File: src/rtl/adaptive_threshold_pkg.sv
// Shared constants for the adaptive-thresholding pipeline: image geometry,
// sequencer encodings, pixel levels and the threshold compare.
package adaptive_threshold_pkg;

  localparam int WIDTH_BITS_DEF  = 8;
  localparam int HEIGHT_BITS_DEF = 8;

  localparam logic [2:0] GS_IDLE       = 3'd0;
  localparam logic [2:0] GS_BOX_FILTER = 3'd1;
  localparam logic [2:0] GS_THRESHOLD  = 3'd2;
  localparam logic [2:0] GS_OUTPUT     = 3'd3;

  localparam logic [7:0] PIX_WHITE = 8'd255;
  localparam logic [7:0] PIX_BLACK = 8'd0;

  typedef enum logic [1:0] {
    ST_IDLE = 2'd0,
    ST_RUN  = 2'd1,
    ST_DONE = 2'd2
  } stage_state_e;

  // Widened to 9 bits so pixel + offset can never wrap.
  function automatic logic is_white(input logic [7:0] pix,
                                    input logic [7:0] mean,
                                    input logic [7:0] offset);
    logic [8:0] sum;
    sum = {1'b0, pix} + {1'b0, offset};
    return sum > {1'b0, mean};
  endfunction

endpackage

File: src/rtl/adaptive_threshold_stage_raster_addr_counter.sv
// Raster column/row counter: column runs fastest, wraps into the row.
// clear has priority over enable; last flags the final (W-1,H-1) address.
module raster_addr_counter #(
  parameter int WIDTH_BITS  = 8,
  parameter int HEIGHT_BITS = 8
) (
  input  logic                   clock,
  input  logic                   reset,
  input  logic                   clear,
  input  logic                   enable,
  output logic [WIDTH_BITS-1:0]  col,
  output logic [HEIGHT_BITS-1:0] row,
  output logic                   last
);

  localparam logic [WIDTH_BITS-1:0]  COL_ONE = 1;
  localparam logic [HEIGHT_BITS-1:0] ROW_ONE = 1;

  logic [WIDTH_BITS-1:0]  col_q, col_d;
  logic [HEIGHT_BITS-1:0] row_q, row_d;

  always_comb begin
    col_d = col_q;
    row_d = row_q;
    if (clear) begin
      col_d = '0;
      row_d = '0;
    end else if (enable) begin
      if (col_q == '1) begin
        col_d = '0;
        row_d = row_q + ROW_ONE;
      end else begin
        col_d = col_q + COL_ONE;
      end
    end
  end

  always_ff @(posedge clock or posedge reset) begin
    if (reset) begin
      col_q <= '0;
      row_q <= '0;
    end else begin
      col_q <= col_d;
      row_q <= row_d;
    end
  end

  assign col  = col_q;
  assign row  = row_q;
  assign last = (col_q == '1) && (row_q == '1);

endmodule

File: src/rtl/adaptive_threshold_stage.sv
// Binarises each pixel against its local mean: S0 issues the address, S1
// receives ROM/RAM data, S2 registers the write. finished follows the last write.
module adaptive_threshold_stage
  import adaptive_threshold_pkg::*;
#(
  parameter int         WIDTH_BITS   = WIDTH_BITS_DEF,
  parameter int         HEIGHT_BITS  = HEIGHT_BITS_DEF,
  parameter logic [7:0] OFFSET       = 8'd7,
  parameter logic [2:0] ACTIVE_STATE = GS_THRESHOLD
) (
  input  logic                   clock,
  input  logic                   reset,
  input  logic [2:0]             global_state,
  output logic [WIDTH_BITS-1:0]  oImageCol,
  output logic [HEIGHT_BITS-1:0] oImageRow,
  input  logic [7:0]             iImageData,
  output logic [WIDTH_BITS-1:0]  oMeanCol,
  output logic [HEIGHT_BITS-1:0] oMeanRow,
  input  logic [7:0]             iMeanData,
  output logic [WIDTH_BITS-1:0]  oResultCol,
  output logic [HEIGHT_BITS-1:0] oResultRow,
  output logic [7:0]             oResultData,
  output logic                   oResultWren,
  output logic                   finished
);

  stage_state_e state_q, state_d;
  logic                   issue_done_q, issue_done_d;
  logic                   s1_valid_q, s1_valid_d;
  logic [WIDTH_BITS-1:0]  s1_col_q, s1_col_d;
  logic [HEIGHT_BITS-1:0] s1_row_q, s1_row_d;
  logic                   wren_q, wren_d;
  logic [WIDTH_BITS-1:0]  res_col_q, res_col_d;
  logic [HEIGHT_BITS-1:0] res_row_q, res_row_d;
  logic [7:0]             res_data_q, res_data_d;
  logic                   finished_q, finished_d;

  logic                   active, run_stay, s0_valid;
  logic                   cnt_clr, cnt_en, cnt_last;
  logic [WIDTH_BITS-1:0]  cnt_col;
  logic [HEIGHT_BITS-1:0] cnt_row;

  raster_addr_counter #(
    .WIDTH_BITS (WIDTH_BITS),
    .HEIGHT_BITS(HEIGHT_BITS)
  ) u_addr (
    .clock (clock),
    .reset (reset),
    .clear (cnt_clr),
    .enable(cnt_en),
    .col   (cnt_col),
    .row   (cnt_row),
    .last  (cnt_last)
  );

  always_comb begin
    active   = (global_state == ACTIVE_STATE);
    run_stay = (state_q == ST_RUN) && active;
    s0_valid = run_stay && !issue_done_q;
    // Hold the counter on the final address instead of wrapping to (0,0).
    cnt_en   = s0_valid && !cnt_last;
    cnt_clr  = (state_q != ST_RUN);

    issue_done_d = (state_q == ST_RUN) && (issue_done_q || (s0_valid && cnt_last));
    s1_valid_d   = s0_valid;
    s1_col_d     = cnt_col;
    s1_row_d     = cnt_row;
    wren_d       = run_stay && s1_valid_q;

    res_col_d  = res_col_q;
    res_row_d  = res_row_q;
    res_data_d = res_data_q;
    if (run_stay && s1_valid_q) begin
      res_col_d  = s1_col_q;
      res_row_d  = s1_row_q;
      res_data_d = is_white(iImageData, iMeanData, OFFSET) ? PIX_WHITE : PIX_BLACK;
    end

    state_d = state_q;
    unique case (state_q)
      ST_IDLE: if (active) state_d = ST_RUN;
      ST_RUN: begin
        if (!active)
          state_d = ST_IDLE;
        else if (wren_q && (res_col_q == '1) && (res_row_q == '1))
          state_d = ST_DONE;
      end
      ST_DONE: if (!active) state_d = ST_IDLE;
      default: state_d = ST_IDLE;
    endcase
    finished_d = (state_d == ST_DONE);
  end

  always_ff @(posedge clock or posedge reset) begin
    if (reset) begin
      state_q      <= ST_IDLE;
      issue_done_q <= 1'b0;
      s1_valid_q   <= 1'b0;
      s1_col_q     <= '0;
      s1_row_q     <= '0;
      wren_q       <= 1'b0;
      res_col_q    <= '0;
      res_row_q    <= '0;
      res_data_q   <= '0;
      finished_q   <= 1'b0;
    end else begin
      state_q      <= state_d;
      issue_done_q <= issue_done_d;
      s1_valid_q   <= s1_valid_d;
      s1_col_q     <= s1_col_d;
      s1_row_q     <= s1_row_d;
      wren_q       <= wren_d;
      res_col_q    <= res_col_d;
      res_row_q    <= res_row_d;
      res_data_q   <= res_data_d;
      finished_q   <= finished_d;
    end
  end

  assign oImageCol   = cnt_col;
  assign oImageRow   = cnt_row;
  assign oMeanCol    = cnt_col;
  assign oMeanRow    = cnt_row;
  assign oResultCol  = res_col_q;
  assign oResultRow  = res_row_q;
  assign oResultData = res_data_q;
  // Gating by RUN kills a pending write the moment an abort takes effect.
  assign oResultWren = wren_q && (state_q == ST_RUN);
  assign finished    = finished_q;

endmodule

File: config.mk
export PLATFORM = sky130hd
export DESIGN_NAME = adaptive_threshold_stage
export DESIGN_NICKNAME = d
export VERILOG_FILES = /design/src/rtl/adaptive_threshold_pkg.sv /design/src/rtl/adaptive_threshold_stage_raster_addr_counter.sv /design/src/rtl/adaptive_threshold_stage.sv
export SDC_FILE = /design/constraint.sdc
export NUM_CORES = 1
export LEC_CHECK = 0
export CAP_MARGIN = 30
export CORE_AREA = 2 2 73 75
export CTS_BUF_LIST = sky130_fd_sc_hd__clkbuf_4
export DETAILED_ROUTE_END_ITERATION = 10
export DIE_AREA = 0 0 75 77
export DONT_BUFFER_PORTS = 1
export GPL_ROUTABILITY_DRIVEN = 0
export PLACE_DENSITY = 0.7
export REMOVE_ABC_BUFFERS = 1
export SYNTH_ARGS = -nofsm -noshare
export SYNTH_HDL_FRONTEND = slang
export SYNTH_SLANG_ARGS = --single-unit
File: constraint.sdc
create_clock -name clock -period 2.36 [get_ports clock]
set_clock_uncertainty 0.05 [all_clocks]
set_input_delay 0.708 -clock clock [delete_from_list [all_inputs] [get_ports clock]]
set_output_delay 0.708 -clock clock [all_outputs]
set_load 0.02 [all_outputs]
==> summary.txt <==
Placed design
  • Post-Place Worst Slack: -0.189 ns
  • HPWL Detailed: approximately 3800 um
  • IO Port Bufs: 0

STA
  • Period utilisation layout: 91.5%
  • Worst hold margin: 0.201 ns
  • Final Hold Fails: 0
  • Post-route setup slack: 0.202 ns
  • Slew @ Worst Pin: 0.441 ns
  • Slew HR: 70.8%
  • Max Clock Freq: 0.463 GHz
  • Max-slew violation count: 0
  • RSZ-0062 raised after global routing: no
  • Endpoints failing setup: 0
  • Tmin final: about 2.2 ns

Worst setup path
  • Data required, critical path: 2.56 ns
  • Slowest-stage cell, CP: a211o_1
  • Crit end category: flip-flop
  • Critical path class: in2reg
  • CP top delay family: compound AO/OA/AOI/OAI gates
  • Startpoint Class: input pin
  • Crit path cell chain: inv_1, ha_1, nand2b_1, nand2_1, xnor2_1, ha_1, a211o_1, a21oi_1, o21ai_0, a31oi_1, o21ai_0
  • Worst Path Max Fanout: 3
  • Critical Path AT: 2.36 ns
  • Number of buffers and inverters on the critical path: 1
  • Worst path max stage delay: 0.29 ns

Logic synthesis
  • Synthesized area: 0.00270 mm2
  • Most frequent cells after synthesis: dfrtp_1, nand2_1, buf_4
  • Mapped Cells: 270
  • Sequential area share after synthesis: 50.9%
  • Top cell type's share of synthesized area: 50.9%
  • Number of synthesized register bits: 55
  • Post-synthesis compound-gate area fraction: 3.80%
  • Simple-Gate Fraction of Synth Area: 23.8%
  • Post-Synth XOR/XNOR Area: between 5 and 6%
  • Largest family of logic cells by synthesized area: simple AND/OR/NAND/NOR gates
  • Top_reg_cell synth: dfrtp_1
  • Main area contributors after synthesis: dfrtp_1, nand2_1, buf_4
  • Dominant cell type by area after synthesis: dfrtp_1
  • Syn Area/Cell: 10.0 um2
  • Multiplexer share of the synthesized area: 1.11%
  • Netlist cell types: between 40 and 50
  • EDFF count, synth: 0
  • Adder-Cell Fraction of Synth Area: 5.09%
  • Syn. warnings: 0
  • Most common cell in the netlist: dfrtp_1
  • Async S/R FF share, synth: between 90% and 100%

GRT
  • Number of global-route vias before repair: between 1500 and 2000
  • Met1 GRT Util: 26.0%
  • First-pass GRT wire length: 8370 um
  • Met3 GRT Util: 5.39%
  • Initial antenna violation count: 0
  • Pin count of the biggest net entering global routing: 56
  • Most utilized layer in the global route result: met2
  • Overflow after GRT: 0
  • Global-route usage over all layers: 19.2%
  • GR Layer Usage met2: between 20 and 30%

Pwr
  • Power per cell area: 536 mW/mm2
  • Peak supply drop: ~0.33 mV
  • Leakage power: 1.46 nW
  • Tot Pwr: between 1.5 and 2 mW

Routing
  • Iter 0 DRT Violations: roughly 90
  • Detailed-route via count: between 1500 and 2000
  • DR vias/cell: 5.22
  • DR DRC count: 0
  • Routed len/inst: 14.8 um
  • Drt pass-1 iters: 4
  • Antenna-violating nets left: 0
  • Final WL: about 5100 um

Floorplanning
  • Row count: 26
  • Die ar.: 0.00578 mm2
  • Die Ht: 77 um
  • Core Region: 0.00498 mm2
  • IO Pins: 79
  • Initial core utilization: 54.3%
  • Die width: 75 um

Clocking
  • # clock sinks: 55
  • Root Driver: clkbuf_4
  • CTS tree: yes
  • CTS Hold Bufs: 0
  • CTS max path bufs: 2
  • TritonCTS Buffers: 5
  • CTS resizes: 0
  • Clock transition at path regs: 0.13 ns
  • H-tree depth: 2
  • Clk_lat worst skew: 0.37 ns
  • # Post-CTS Setup Buffers: 0

Layout
  • Share of cells above drive strength 1: 15.6%
  • Ant. Diodes: 0
  • Layout fillers: 441
  • Synthesis-to-layout area growth: 6.62%
  • Final net count: 308

Job
  • MaxCap Viol Count: 0

Outcome
  • Status: finished, final reports clean

Min path
  • Hold Crit Class: in2async
## registers in the layout, summed over array words and instances (netlist names)
signal	count
oResultCol	8
oResultRow	8
s1_col_q	8
s1_row_q	8
u_addr.col	8
u_addr.row	8
state_q	2
finished	1
issue_done_q	1
oResultData	1
s1_valid_q	1
wren_q	1
## worst register-to-register path: stages, from the launching register on
cell	delay, ns
dfrtp_1	0.38
ha_1	0.29
nand3_1	0.20
nor4_4	0.44
nand2b_1	0.26
nor2_1	0.07
o221a_2	0.27
## power by group
group / internal, mW / total [mW] / switching (mW)
clock network: 0.230 / 0.495 / 0.264
logic: 0.0455 / 0.107 / 0.0611
registers: 0.943 / 0.944 / 0.000818
total: 1.22 / 1.55 / 0.326
## layer usage
layer | routed length, um | part of all wire [%]
met1 | 2290 | 45
met2 | 2410 | 47
met3 | 330 | 6.4
met4 | 104 | 2.0
met5 | 0 | 0
## path summary, 6_finish.rpt
kind	depth (start not counted)	end	slack (ns)	startpoint
setup reg to reg	6	u_addr.col[7]	0.30	u_addr.col[0]
setup / recovery	11	oResultData[6]	0.20	iImageData[0]
hold / removal	2	oResultData[6]	0.20	reset
max in group asynchronous	2	oResultCol[1]	1.82	reset
hold reg to reg	2	oResultRow[4]	0.40	s1_row_q[4]
min in group clock	2	oResultRow[4]	0.40	s1_row_q[4]
## cell usage in the layout, fill, tap and decap left out, types with 2 or more instances in the layout
master    count
clkbuf_4      6
nand2b_1      5
inv_1        11
dfrtp_1      55
mux2i_1       3
buf_4        28
xor2_1       12
nand3_1       6
nand4_1      14
and3_1        3
and2_1        4
xnor2_1       5
nand4b_1      4
nor3b_1       2
nor3_1        4
ha_1         11
nand2_1      54
o21ai_0       4
nor2_1       21
a21oi_1       3
## layout make-up
class	instances	area (um2)	area share [%]
multi-input combinational	172	1060	36.9
clock buffer	6	45.0	1.56
inverter	13	48.8	1.69
clock inverter	1	30.0	1.04
sequential	55	1380	47.8
tap	70	87.6	3.04
timing repair buffer	29	230	7.99
## cell families after synthesis
| group | count (synthesis) |
|---|---|
| simple gates | 126 |
| flops | 55 |
| buf+inv | 43 |
| xor+xnor | 17 |
| compound gates | 15 |
| fa+ha+maj | 11 |
| mux | 3 |
## metrics by stage
step           util (%)  setup TNS, ns  cells  area [um2]
3_3_place_gp       56.4        -0.0534    339        2810
6_report           57.9              0    346        2880
5_1_grt            57.9              0    346        2880
3_5_place_dp       56.4         -0.189    339        2810
2_1_floorplan         -        -0.0315    240        2490
4_1_cts            57.9              0    346        2880
No activity file was read; power rests on OpenSTA's default activity.
